==> src/rtl/cpu_pkg.sv <==
// Shared CPU datapath definitions: branch encodings, ALU control codes,
// EX/MEM control bundle and the squash FSM states.
package cpu_pkg;

    typedef enum logic [2:0] {
        BR_NONE = 3'd0,
        BR_BEQ  = 3'd1,
        BR_BNE  = 3'd2,
        BR_BGTZ = 3'd3,
        BR_BLEZ = 3'd4,
        BR_J    = 3'd5
    } br_type_e;

    localparam logic [5:0] ALU_ADD  = 6'b100000;
    localparam logic [5:0] ALU_SUB  = 6'b100010;
    localparam logic [5:0] ALU_BEQ  = 6'b000100;
    localparam logic [5:0] ALU_BNE  = 6'b000101;
    localparam logic [5:0] ALU_BGTZ = 6'b000111;
    localparam logic [5:0] ALU_BLEZ = 6'b000110;

    typedef enum logic {
        RUN    = 1'b0,
        SQUASH = 1'b1
    } state_e;

    typedef struct packed {
        logic reg_write;
        logic mem_read;
        logic mem_write;
        logic mem_to_reg;
    } ctrl_t;

endpackage

==> src/rtl/branch_resolve.sv <==
// Branch decision from the ALU flag: Zero already encodes the per-type
// condition, so conditional types simply follow it and J always takes.
module branch_resolve
    import cpu_pkg::*;
(
    input  logic [2:0] branch_type_i,
    input  logic       zero_i,
    output logic       take_o
);

    always_comb begin
        // NOTE: a default before the case keeps every path assigned, so no latch is inferred.
        take_o = 1'b0;
        case (branch_type_i)
            BR_BEQ, BR_BNE, BR_BGTZ, BR_BLEZ: take_o = zero_i;
            BR_J:                             take_o = 1'b1;
            default:                          take_o = 1'b0;
        endcase
    end

endmodule

==> src/rtl/ex_mem_stage.sv <==
// EX/MEM pipeline register with branch resolution, one-cycle PC redirect,
// wrong-path squash FSM and a saturating taken-branch counter.
module ex_mem_stage
    import cpu_pkg::*;
#(
    parameter int unsigned SQUASH_DEPTH = 2,
    parameter int unsigned CNT_W        = 16
) (
    input  logic             Clk,
    input  logic             Rst,
    input  logic             ExValid,
    output logic             ExReady,
    input  logic [31:0]      ALUResult,
    input  logic             Zero,
    input  logic [2:0]       BranchType,
    input  logic [31:0]      BranchTarget,
    input  logic [31:0]      StoreData,
    input  logic [4:0]       WriteRegIn,
    input  logic             RegWriteIn,
    input  logic             MemReadIn,
    input  logic             MemWriteIn,
    input  logic             MemToRegIn,
    input  logic             MemStall,
    output logic             MemValid,
    output logic [31:0]      MemAddr,
    output logic [31:0]      MemWData,
    output logic [4:0]       WriteReg,
    output logic             RegWrite,
    output logic             MemRead,
    output logic             MemWrite,
    output logic             MemToReg,
    output logic             Redirect,
    output logic [31:0]      RedirectPC,
    output logic [CNT_W-1:0] TakenCount
);

    localparam int unsigned SQ_W = 3;

    state_e            state_q, state_d;
    logic [SQ_W-1:0]   sq_cnt_q, sq_cnt_d;
    logic              valid_q, valid_d;
    ctrl_t             ctrl_q, ctrl_d, ctrl_in;
    logic [31:0]       addr_q, addr_d;
    logic [31:0]       wdata_q, wdata_d;
    logic [4:0]        wreg_q, wreg_d;
    logic              redirect_q, redirect_d;
    logic [31:0]       redir_pc_q, redir_pc_d;
    logic [CNT_W-1:0]  taken_cnt_q, taken_cnt_d;

    logic br_take;
    logic accept;
    logic taken;
    logic squash_entry;

    branch_resolve u_branch_resolve (
        .branch_type_i (BranchType),
        .zero_i        (Zero),
        .take_o        (br_take)
    );

    assign accept       = ExValid & ~MemStall;
    assign taken        = accept & (state_q == RUN) & br_take;
    assign squash_entry = accept & (state_q == SQUASH);
    assign ctrl_in      = '{reg_write: RegWriteIn, mem_read: MemReadIn,
                            mem_write: MemWriteIn, mem_to_reg: MemToRegIn};

    always_comb begin
        state_d     = state_q;
        sq_cnt_d    = sq_cnt_q;
        valid_d     = valid_q;
        ctrl_d      = ctrl_q;
        addr_d      = addr_q;
        wdata_d     = wdata_q;
        wreg_d      = wreg_q;
        redir_pc_d  = redir_pc_q;
        taken_cnt_d = taken_cnt_q;
        // Redirect is rebuilt every edge, so a stall can never re-issue it.
        redirect_d  = 1'b0;

        if (!MemStall) begin
            valid_d = ExValid & (state_q == RUN);
            ctrl_d  = valid_d ? ctrl_in : '0;
            if (ExValid) begin
                addr_d  = ALUResult;
                wdata_d = StoreData;
                wreg_d  = WriteRegIn;
            end
        end

        if (taken) begin
            redirect_d = 1'b1;
            redir_pc_d = BranchTarget;
            if (taken_cnt_q != '1) begin
                taken_cnt_d = taken_cnt_q + CNT_W'(1);
            end
            state_d  = SQUASH;
            sq_cnt_d = SQ_W'(SQUASH_DEPTH);
        end else if (squash_entry) begin
            sq_cnt_d = sq_cnt_q - SQ_W'(1);
            if (sq_cnt_q == SQ_W'(1)) begin
                state_d = RUN;
            end
        end
    end

    always_ff @(posedge Clk or negedge Rst) begin
        if (!Rst) begin
            state_q     <= RUN;
            sq_cnt_q    <= '0;
            valid_q     <= 1'b0;
            ctrl_q      <= '0;
            addr_q      <= '0;
            wdata_q     <= '0;
            wreg_q      <= '0;
            redirect_q  <= 1'b0;
            redir_pc_q  <= '0;
            taken_cnt_q <= '0;
        end else begin
            // NOTE: non-blocking assignments so every register samples pre-edge values.
            state_q     <= state_d;
            sq_cnt_q    <= sq_cnt_d;
            valid_q     <= valid_d;
            ctrl_q      <= ctrl_d;
            addr_q      <= addr_d;
            wdata_q     <= wdata_d;
            wreg_q      <= wreg_d;
            redirect_q  <= redirect_d;
            redir_pc_q  <= redir_pc_d;
            taken_cnt_q <= taken_cnt_d;
        end
    end

    assign ExReady    = ~MemStall;
    assign MemValid   = valid_q;
    assign MemAddr    = addr_q;
    assign MemWData   = wdata_q;
    assign WriteReg   = wreg_q;
    assign RegWrite   = ctrl_q.reg_write;
    assign MemRead    = ctrl_q.mem_read;
    assign MemWrite   = ctrl_q.mem_write;
    assign MemToReg   = ctrl_q.mem_to_reg;
    assign Redirect   = redirect_q;
    assign RedirectPC = redir_pc_q;
    assign TakenCount = taken_cnt_q;

endmodule

==> config.mk <==
export PLATFORM = sky130hd
export DESIGN_NAME = ex_mem_stage
export DESIGN_NICKNAME = d
export VERILOG_FILES = /design/src/rtl/cpu_pkg.sv /design/src/rtl/branch_resolve.sv /design/src/rtl/ex_mem_stage.sv
export SDC_FILE = /design/constraint.sdc
export NUM_CORES = 1
export LEC_CHECK = 0
export CAP_MARGIN = 20
export CORE_ASPECT_RATIO = 0.75
export CORE_MARGIN = 10
export CORE_UTILIZATION = 41
export DETAILED_ROUTE_END_ITERATION = 8
export HOLD_SLACK_MARGIN = 0.05
export PLACE_DENSITY_LB_ADDON = 0.12
export SLEW_MARGIN = 5
export SYNTH_ARGS = -nofsm -noshare
export SYNTH_HDL_FRONTEND = slang
export SYNTH_HIERARCHICAL = 1
export SYNTH_SLANG_ARGS = --single-unit
==> constraint.sdc <==
create_clock -name Clk -period 1.95 [get_ports Clk]
set_clock_uncertainty 0.05 [all_clocks]
set_input_delay 0.39 -clock Clk [delete_from_list [all_inputs] [get_ports Clk]]
set_output_delay 0.39 -clock Clk [all_outputs]
set_load 0.01 [all_outputs]
; ---- Word level (Yosys, flattened, before mapping)
; Index checks and enable logic that the tools add are counted.
[classes]
n_addsub = 2
eq_ne = 7
mux = 8
bitwise = 7
reduce_logical = 6
[op_table]
columns = cell, count
row1 = adder 16 x 1 -> 16 bit (second input constant), 1
row2 = inequality test 16 bit (second input constant), 1
row3 = equality test 3 x 1 -> 1 bit (second input constant), 2
row4 = equality test 3 x 2 -> 1 bit (second input constant), 2
row5 = equality test 3 bit (second input constant), 2
row6 = two-way mux 3 bit, 2
row7 = AND reduction 2 bit, 3
row8 = AND 1 bit, 5
row9 = two-way mux 1 bit, 4
row10 = two-way mux 4 bit, 1
row11 = nonzero test 2 bit, 2
row12 = OR reduction 4 bit, 1
row13 = subtractor 3 x 1 -> 3 bit (second input constant), 1
row14 = inverter 1 bit, 2
row15 = case mux 1 bit (2 select lines), 1
[totals]
reg_bits = 127
in_bits = 113
out_inout_bits = 124
elab_cells = 43

; ---- Depth between registers and ports, before layout
[logic_depth]
word_depth = 6
mapped_depth = 7

; ---- Hierarchy
; Netlist, hierarchy kept.
[modules_own_cells]
columns = module, n_inst, cells_each, area_per_inst_um2, seq_area_each_um2
row1 = ex_mem_stage, 1, 536, 5022.3, 3178.0
row2 = branch_resolve, 1, 4, 22.5, 0.0

; ---- Worst setup path after synthesis
; Ideal clock, no wire load.
[synth_timing]
kind = input to register
from = in BranchType[2]
to = reg taken_cnt_q[15], in the netlist TakenCount[15]
setup_time_ps = 79
t_arrival_ps = 1893
setup_slack_ps = -72
cell_stages = 7
path_buffers = 1
path_cell_list = o2bb2ai_1 -> a21oi_1 -> nand4_1 -> or4b_4 -> buf_6 -> and4bb_1 -> xor2_1
[synth_between]
elab_chain_cells = 5
[synth_rtl]
columns = element, line_no
row1 = from (decl), ex_mem_stage.sv:15  ; input logic [2:0] BranchType,
row2 = equality test 3 x 1 -> 1 bit (tied with other cells), branch_resolve.sv:14  ; case (branch_type_i)
row3 = OR reduction 4 bit, branch_resolve.sv:14
row4 = case mux 1 bit (2 select lines) (*), branch_resolve.sv:14
row5 = named net br_take, ex_mem_stage.sv:50  ; logic br_take;
row6 = AND 1 bit (*), ex_mem_stage.sv:62  ; assign taken = accept & (state_q == RUN) & br_take;
row7 = AND reduction 2 bit (no source line) (*), n/a
row8 = to (signal assigned), ex_mem_stage.sv:129  ; taken_cnt_q <= taken_cnt_d;
row9 = to (decl), ex_mem_stage.sv:48  ; logic [CNT_W-1:0] taken_cnt_q, taken_cnt_d;
; The timed path passes the listed nets; every way through them passes the cells marked *.
; A chain may end at the register's enable or synchronous reset.

; ---- Worst setup path in the final report
[layout_timing]
from = reg taken_cnt_q[4], in the netlist TakenCount[4]
to = out TakenCount[4]
[layout_lines]
columns = element, line_no
row1 = to (decl), ex_mem_stage.sv:34  ; output logic [CNT_W-1:0] TakenCount
; No word-level cell between the ends.

==> metrics.txt <==
status complete, no violations; Critical Path Source Type flop; Port Buffers between 200 and 250; Mapped Area ~5000 um2; worst r2r src TakenCount[7]; Slew headroom 0.508; pwr dens 1140 nW/um2; crit path kind reg2out; Seq/Total Area, Yosys 0.630; Setup Viol. Count Final 0; Hold Vio Cnt, Final 0; RD Place Congestion slightly below 0.8; fillcell total 911; antenna violations before repair 0; first-pass GRT wire length 25700 um; via count 4506; Peak Freq 531 MHz; hold slack around 0.38 ns; hold crit path type in2async; setup TNS 0 ns; crit path capture type primary output; flops & latches, synth 127; total power 9.54 mW; Core Footprint 11800 um2; TritonCTS clock tree done; clock tree buffer depth 2; fin crit share 0.966; total grt overflow 0; r2r worst-path depth 5; maximum VDD drop 0.000741 V; CP Max Fanout 5; # H-tree levels 4; Mapped Nets 656; largest net degree at the start of global routing 72; Leakage 4.13 nW; Core Rows 34; asr flop ratio synth 1.00; Post-Place Setup Slack -0.465 ns; Required @ worst endpoint 1.51 ns; Worst-path clk slew 0.06 ns; antenna viol nets, final 0; clock root cell clkbuf_16; drt wl/cell 16.7 um; Die Y between 100 and 150 um; Die W 148 um; max cap viols 0; Starting DRT DRC Count between 200 and 300; Worst-Skew Late Latency ~0.40 ns; post-synth top area share 0.630; Core Util, Final 0.710; Tightest Pin Transition 0.738 ns; Tmin final 1.88 ns; I/O pins about 240; Mapped Cells 540; Avg Synthesized Cell Area ~9.3 um2; RR Endpoint TakenCount[12]; wirelength, routed 16300 um; vias per cell roughly 4.6; die area 17200 um2; GRT Overall Usage 0.189; antenna cells 0; Unique masters post-synth 36; Syn. warnings 6; Arrival @ worst endpoint approximately 1.4 ns; hpwl dp 12500 um; Detailed Routing Iterations Pass 1 4; top_reg_cell synth dfrtp_1; Initial Util 0.427; number of buffers created by CTS 17; share of cells above drive strength 1 0.0947; number of flops mapped to enable cells by yosys 0; clock sinks 127; # DRC 0; Synth area leader dfrtp_1; max-slew violations 0; top cells by area, synth dfrtp_1 (63%), nand2_1 (23%), xor2_1 (2.3%); final net count 916; Final Worst Setup Slack 0.0662 ns; flop-to-flop setup slack 0.10 ns; vias in the first global route 4757; Layout area overhead 66.5%
==> cell families (layout without fill, tap and decap cells) <==
group / count (synthesis) / in the layout / share of synthesized area
and+or+nand+nor: 352 / 352 / 0.291
DFF: 127 / 127 / 0.630
buffers and inverters: 31 / 304 / 0.0275
xor gates and xnor gates: 15 / 15 / 0.0260
AOI/OAI and AO/OA: 11 / 11 / 0.0156
adders and majority gates: 3 / 3 / 0.00744
muxes: 1 / 1 / 0.00223
==> per-layer routing <==
metal | global-route usage | vias up | part of all wire
li1 | - | 2195 | -
met1 | 0.209 | 2140 | 0.40
met2 | 0.324 | 159 | 0.49
met3 | 0.0869 | 12 | 0.094
met4 | 0.0560 | 0 | 0.012
met5 | 0 | - | 0
==> worst max-delay path, stage by stage (launching register included) <==
cell and delay (ns):
dfrtp_1 0.36, buf_4 0.14, clkdlybuf4s50_1 0.54
==> cells in the final DEF (no fill, tap or decap), types with 5 or more instances in the layout <==
cell type	synthesis	routed
clkbuf_16	0	17
clkdlybuf4s50_1	0	230
buf_4	0	25
xor2_1	13	13
nor2_1	7	7
inv_1	6	6
dfrtp_1	127	127
nor4_2	2	5
dlygate4sd2_1	0	5
nand2_1	313	313
nor3_1	7	6
==> stage by stage <==
stage	instances	cell area, um2
3_5_place_dp	940	7740
6_report	975	8400
4_1_cts	973	8360
2_1_floorplan	540	5050
3_3_place_gp	940	7740
5_1_grt	975	8400
==> worst max-delay path by stage <==
stage / start / to / slack [ns] / cells after the start
after global routing: TakenCount[7] / TakenCount[13] / -0.03 / 5
after CTS: TakenCount[4] / TakenCount[4] / 0.04 / 2
after floorplan: BranchType[2] / TakenCount[15] / 0.0006 / 7
final: TakenCount[4] / TakenCount[4] / 0.07 / 2
after detailed placement: BranchType[1] / TakenCount[15] / -0.46 / 7
after global placement: BranchType[0] / TakenCount[15] / -0.42 / 7
==> cells in the mapped netlist (all sizes together) (2+ instances only) <==
cell type	count
a22o	4
nand2	314
xor2	13
a21oi	2
o21ai	2
inv	7
dfrtp	127
nor2	7
nor3b	3
clkbuf	17
ha	3
nand4	5
xnor2	2
buf	7
or3	2
nand2b	2
nor4	6
nand3	3
nor3	7
==> power breakdown <==
part           total (mW)  internal (mW)  leakage, nW  switching [mW]
Clock                3.21           2.05        0.285            1.16
Combinational        2.71           1.52         2.25            1.19
Sequential           3.62           3.25         1.59           0.368
==> registers in the layout (all words and copies together) (netlist names) <==
register    flops
WriteReg        5
MemWrite        1
RegWrite        1
Redirect        1
MemRead         1
RedirectPC     32
MemWData       32
TakenCount     16
MemAddr        32
MemToReg        1
state_q         1
sq_cnt_q        3
MemValid        1
==> cell type report <==
type,count,area (um2),share of cell area
clock buffer,19,443,0.0527
clock inverter,13,165,0.0197
inverter,7,26.3,0.00313
multi-input combinational,382,1770,0.211
sequential,127,3180,0.378
tap,162,203,0.0241
timing repair buffer,265,2620,0.311
==> what timing repair did <==
item	CTS	global route
hold buffers	1	0
gates resized for setup	7	4
pin swaps	4	3
setup buffers	0	2
endpoints found under the hold margin	21	0
endpoints found under the setup margin	2	5
Note: power is estimated with default switching activity, not from simulation.
